$ cat src/rtl/logic_op_scheduler.sv
// Time-shared bit-serial AND/OR/XOR/XNOR engine with a round-robin arbiter across NREQ requesters.
// Evaluates one result bit per clock, LSB first, then holds the tagged result until the consumer accepts it.
module logic_op_scheduler #(
    parameter int unsigned WIDTH = 8,
    parameter int unsigned NREQ  = 4
) (
    input  logic                        clk_i,
    input  logic                        rst_ni,
    input  logic [NREQ-1:0]             req_valid_i,
    input  logic [2*NREQ-1:0]           req_op_i,
    input  logic [WIDTH*NREQ-1:0]       req_a_i,
    input  logic [WIDTH*NREQ-1:0]       req_b_i,
    output logic [NREQ-1:0]             req_ready_o,
    output logic                        rsp_valid_o,
    output logic [$clog2(NREQ)-1:0]     rsp_id_o,
    output logic [WIDTH-1:0]            rsp_data_o,
    input  logic                        rsp_ready_i,
    output logic                        busy_o
);
    localparam int unsigned IDW = $clog2(NREQ);
    localparam int unsigned CW  = $clog2(WIDTH) + 1;
    localparam int unsigned SW  = IDW + 1;

    typedef enum logic [1:0] {S_IDLE, S_RUN, S_RESP} state_e;

    state_e            state_q, state_d;
    logic [IDW-1:0]    last_q, last_d;
    logic [IDW-1:0]    id_q, id_d;
    logic [1:0]        op_q, op_d;
    logic [WIDTH-1:0]  a_q, a_d, b_q, b_d;
    logic [CW-1:0]     cnt_q, cnt_d;
    logic [WIDTH-1:0]  result_q, result_d;
    logic              rsp_valid_q, rsp_valid_d;
    logic              busy_q, busy_d;

    logic [2*NREQ-1:0] dbl_c;
    logic [NREQ-1:0]   rot_c;
    logic [SW-1:0]     sum_c;
    logic              found_c;
    logic [IDW-1:0]    win_c;
    logic              accept_c;
    logic [1:0]        op_sel_c;
    logic [WIDTH-1:0]  a_sel_c, b_sel_c;
    logic [WIDTH-1:0]  a_sh_c, b_sh_c;
    logic              bit_c;

    // Round-robin winner: rotate so last_grant+1 lands at bit 0, then take the first set bit.
    always_comb begin
        dbl_c   = {req_valid_i, req_valid_i} >> ({1'b0, last_q} + SW'(1));
        rot_c   = dbl_c[NREQ-1:0];
        found_c = 1'b0;
        win_c   = '0;
        sum_c   = '0;
        for (int unsigned k = 0; k < NREQ; k++) begin
            if (!found_c && rot_c[0]) begin
                found_c = 1'b1;
                sum_c   = {1'b0, last_q} + SW'(1) + SW'(k);
                if (sum_c >= SW'(NREQ)) begin
                    sum_c = sum_c - SW'(NREQ);
                end
                win_c = IDW'(sum_c);
            end
            rot_c = rot_c >> 1;
        end
    end

    always_comb begin
        op_sel_c = 2'(req_op_i >> {win_c, 1'b0});
        a_sel_c  = WIDTH'(req_a_i >> (WIDTH * win_c));
        b_sel_c  = WIDTH'(req_b_i >> (WIDTH * win_c));
    end

    // Shared 1-bit evaluation stage.
    always_comb begin
        a_sh_c = a_q >> cnt_q;
        b_sh_c = b_q >> cnt_q;
        unique case (op_q)
            2'b00:   bit_c = a_sh_c[0] & b_sh_c[0];
            2'b01:   bit_c = a_sh_c[0] | b_sh_c[0];
            2'b10:   bit_c = a_sh_c[0] ^ b_sh_c[0];
            default: bit_c = ~(a_sh_c[0] ^ b_sh_c[0]);
        endcase
    end

    always_ff @(posedge clk_i) begin
        if (!rst_ni) begin
            state_q <= S_IDLE;
        end else begin
            state_q <= state_d;
        end
    end

    always_comb begin
        state_d = state_q;
        unique case (state_q)
            S_IDLE:  if (accept_c) state_d = S_RUN;
            S_RUN:   if (cnt_q == CW'(WIDTH - 1)) state_d = S_RESP;
            S_RESP:  if (rsp_ready_i) state_d = S_IDLE;
            default: state_d = S_IDLE;
        endcase
    end

    // Grant is combinational from state and req_valid only; rsp_ready never reaches it.
    always_comb begin
        req_ready_o = '0;
        accept_c    = 1'b0;
        if (rst_ni && (state_q == S_IDLE) && found_c) begin
            req_ready_o = NREQ'(1) << win_c;
            accept_c    = 1'b1;
        end
    end

    always_comb begin
        last_d   = last_q;
        id_d     = id_q;
        op_d     = op_q;
        a_d      = a_q;
        b_d      = b_q;
        cnt_d    = cnt_q;
        result_d = result_q;
        if (accept_c) begin
            last_d   = win_c;
            id_d     = win_c;
            op_d     = op_sel_c;
            a_d      = a_sel_c;
            b_d      = b_sel_c;
            cnt_d    = '0;
            result_d = '0;
        end else if (state_q == S_RUN) begin
            result_d = result_q | (WIDTH'(bit_c) << cnt_q);
            cnt_d    = cnt_q + CW'(1);
        end
        rsp_valid_d = (state_d == S_RESP);
        busy_d      = (state_d != S_IDLE);
    end

    always_ff @(posedge clk_i) begin
        if (!rst_ni) begin
            last_q      <= IDW'(NREQ - 1);
            id_q        <= '0;
            op_q        <= '0;
            a_q         <= '0;
            b_q         <= '0;
            cnt_q       <= '0;
            result_q    <= '0;
            rsp_valid_q <= 1'b0;
            busy_q      <= 1'b0;
        end else begin
            last_q      <= last_d;
            id_q        <= id_d;
            op_q        <= op_d;
            a_q         <= a_d;
            b_q         <= b_d;
            cnt_q       <= cnt_d;
            result_q    <= result_d;
            rsp_valid_q <= rsp_valid_d;
            busy_q      <= busy_d;
        end
    end

    assign rsp_valid_o = rsp_valid_q;
    assign rsp_id_o    = id_q;
    assign rsp_data_o  = result_q;
    assign busy_o      = busy_q;

endmodule

$ cat config.mk
export PLATFORM = sky130hd
export DESIGN_NAME = logic_op_scheduler
export DESIGN_NICKNAME = d
export VERILOG_FILES = /design/src/rtl/logic_op_scheduler.sv
export SDC_FILE = /design/constraint.sdc
export NUM_CORES = 1
export LEC_CHECK = 0
export CAP_MARGIN = 10
export CORE_MARGIN = 4
export CORE_UTILIZATION = 39
export DETAILED_ROUTE_END_ITERATION = 8
export PLACE_DENSITY = 0.87
export SLEW_MARGIN = 20
export SYNTH_ARGS = -nofsm -noshare
export SYNTH_HDL_FRONTEND = slang
export SYNTH_SLANG_ARGS = --single-unit
export TNS_END_PERCENT = 10
$ cat constraint.sdc
create_clock -name clk_i -period 2.6 [get_ports clk_i]
set_input_delay 0.39 -clock clk_i [delete_from_list [all_inputs] [get_ports clk_i]]
set_output_delay 0.39 -clock clk_i [all_outputs]
set_load 0.01 [all_outputs]
==> results.toml <==
[clocking]
clock_tree.root_cell = "clkbuf_8"
cts_buffer_depth = 2
clock-sinks = 38
ctsHoldBuffers = 0
cts_max_level = 2
clkTransAtPathRegs_ns = 0.07
cts_tree = "done"
numCtsBuffers = 5
clk_latency_ns = 0.31

[timing]
finClkSkew_ns = 0.00680
holdWs_ns = 0.457
tightest_slew_ns = 0.713
fin_ws_ns = 0.104
max_freq_ghz = 0.401
hold_viol_final = 0
rsz0062_at_grt = "false"
finalMaxSlewViolations = 0
slew_headroom_pct = 52.3
period_share_pct = 96.0
finalSetupViolCount = 0
fin_crit_ns = 2.50

[yosys]
yosysMostFrequentCell = "dfxtp_1"
synth.distinct_cells = 39
synth_area_sq_um = 2240
syn_nets = 321
ys_warn_count = 0
async_flop_share_pct = 0
synth-edff-count = 0
synth_cells = 239
ys_top_cells_by_area = "dfxtp_1 34%, mux2i_1 13%, nand4_1 5.9%"
synth_flop_cell = "dfxtp_1"
synthTopCellsByCount = "38 x dfxtp_1, 29 x mux2i_1, 21 x nand4_1"
synth_top_area_cell = "dfxtp_1"
yosys_register_bits = 38
synth_top_area_share_pct = 34.0
synth_seq_area_share_pct = 34.0
synth_area_per_cell_sq_um = 9.37

[placement]
post-place-cells = 398
pre_cts_slack_ns = -0.0722
place_area_sq_um = 3240
place_congestion = 0.834
hpwlAfterDp_mm = 4.99
io_buffer_count = 94

[hold_path]
hp-class = "reg2reg"
hold_start = "rsp_id_o[0]"

[detailed_routing]
via_count = 2209
drt-wirelength-per-cell_um = 15.2
drcViolationCount = 0
ant_nets = 0
vias_per_cell = 5.44
drt-initial-drc-count = 111
wl_mm = 6.17
drtPass1Iterations = 4

[final_layout]
finish.instance_area_sq_um = 3380
fillCellCount = 464
n_antenna_cell = 0
fin_cells = 406
syn_to_final_growth_pct = 51.2
drive_gt1_share_pct = 13.5
design.final.nets = 415

[global_route]
grt_max_degree = 24
grt_overflow = 0
grt_pass1_vias = 2165
antenna_found_initial = 0
use_met1_pct = 21.1
grt_use_met3_pct = 3.16
top_usage_layer = "met2"
groute.usage.overall_pct = 17.4
grtUsageMet2_pct = 29.9
grt_pass1_wl_mm = 9.99

[floorplan]
ios = 95
core.rowCount = 27
dieArea_sq_um = 7020
design.core.area_sq_um = 5540
die_y_um = 83.8
die_w_um = 83.8
start_util_pct = 40.4

[pwr]
peakVddDrop_v = 0.000294
power.leakage_nw = 1.35
power_density_nw_per_um2 = 502

[setup_path]
critPathRequiredTime_ns = 2.21
crit_end = "req_ready_o[1]"
r2r_slack_ns = 0.17
rr_endpoint = "rsp_data_o[7]"
endpoint_kind = "output pin"
crit_start = "rst_ni"
cp_data_arrival_time_ns = 2.11
r2r-start = "cnt_q[0]"
cp-start-kind = "primary input"
worstSetupPathType = "in2out"
crit_fanout = 3
reg2reg_depth = 10

[run_status]
run_status = "finished clean"

[job]
cap_violations = 0
[repair_timing]
action / 4_1_cts / 5_1_grt
buffers inserted: 0 / 0
endpoints found under the setup margin: 7 / 11
gates resized for setup: 3 / 10
[worst min path at each step]
stage | end | slack (ns) | cells past startpoint
finish | rsp_id_o[0] | 0.46 | 2
global route | rsp_id_o[1] | 0.49 | 2
CTS | rsp_id_o[1] | 0.46 | 2
detailed placement | rsp_id_o[1] | 0.45 | 2
global placement | rsp_id_o[0] | 0.43 | 2
floorplan | a_q[2] | 0.45 | 2
[stage by stage]
step	total power, mW	TNS [ns]	utilization, %
4_1_cts	1.70	0	60.6
5_1_grt	1.77	0	61.1
6_report	1.70	0	61.1
3_5_place_dp	1.20	-0.183	58.5
3_3_place_gp	1.18	-0.0313	58.5
2_1_floorplan	0.989	0	-
[per-layer routing]
| metal | share of wire, % | vias up |
|---|---|---|
| met5 | 0 | - |
| met4 | 2.2 | 0 |
| met3 | 7.1 | 10 |
| met2 | 49 | 95 |
| met1 | 42 | 1018 |
| li1 | - | 1086 |
[placed cells by master (no fill, tap or decap), drive strengths merged, types with 2 or more instances in the layout]
cell | Yosys | final
nand2b | 6 | 6
nand2 | 15 | 15
mux2i | 29 | 29
buf | 16 | 14
clkinvlp | 0 | 2
and2 | 4 | 4
o21ai | 2 | 2
nor3b | 3 | 3
nand4 | 21 | 21
clkbuf | 5 | 5
a31oi | 5 | 5
mux2 | 11 | 11
nand3 | 8 | 8
ha | 3 | 3
a21oi | 6 | 6
nor2 | 20 | 20
dlymetal6s2s | 0 | 5
xor2 | 2 | 2
o221ai | 8 | 8
nor2b | 6 | 6
inv | 3 | 3
clkdlybuf4s50 | 0 | 88
mux4 | 4 | 4
a22oi | 2 | 2
dfxtp | 38 | 38
a221o | 10 | 10
[kinds of logic (layout without fill, tap and decap cells)]
group,after synthesis,after routing,share of synthesized area (%)
compound gates,39,39,13.5
xor+xnor,3,3,1.17
fa+ha+maj,3,3,1.68
buf+inv,24,119,6.43
flops,38,38,34.0
mux,44,44,22.5
simple gates,88,88,20.7
[cell type report]
class	instances	area (sq um)	area share, %
Multi-Input combinational cell	177	1350	39.8
Timing Repair Buffer	108	1060	31.2
Sequential cell	38	766	22.6
Tap cell	72	90.1	2.66
Clock buffer	5	68.8	2.03
Clock inverter	3	45.0	1.33
Inverter	3	11.3	0.333
[critical path, cell delays in order]
cell and delay, ns:
clkdlybuf4s50_1 0.47, nor3b_1 0.30, and2_4 0.23, nand2b_1 0.08, nor2_1 0.10, clkdlybuf4s50_1 0.54
[state kept, by name (all words and copies together) (netlist names)]
| name | cells |
|---|---|
| b_q | 8 |
| rsp_data_o | 8 |
| state_q | 2 |
| a_q | 8 |
| rsp_id_o | 2 |
| op_q | 2 |
| busy_o | 1 |
| rsp_valid_o | 1 |
| cnt_q | 4 |
| last_q | 2 |
[where the power goes]
group / switching, mW / leakage (nW) / total (mW) / internal (mW)
sequential: 0.0427 / 0.313 / 0.682 / 0.639
clock: 0.223 / 0.0504 / 0.508 / 0.285
combinational: 0.207 / 0.982 / 0.508 / 0.301
total: 0.473 / 1.35 / 1.70 / 1.22
(Power assumes the default switching activity.)
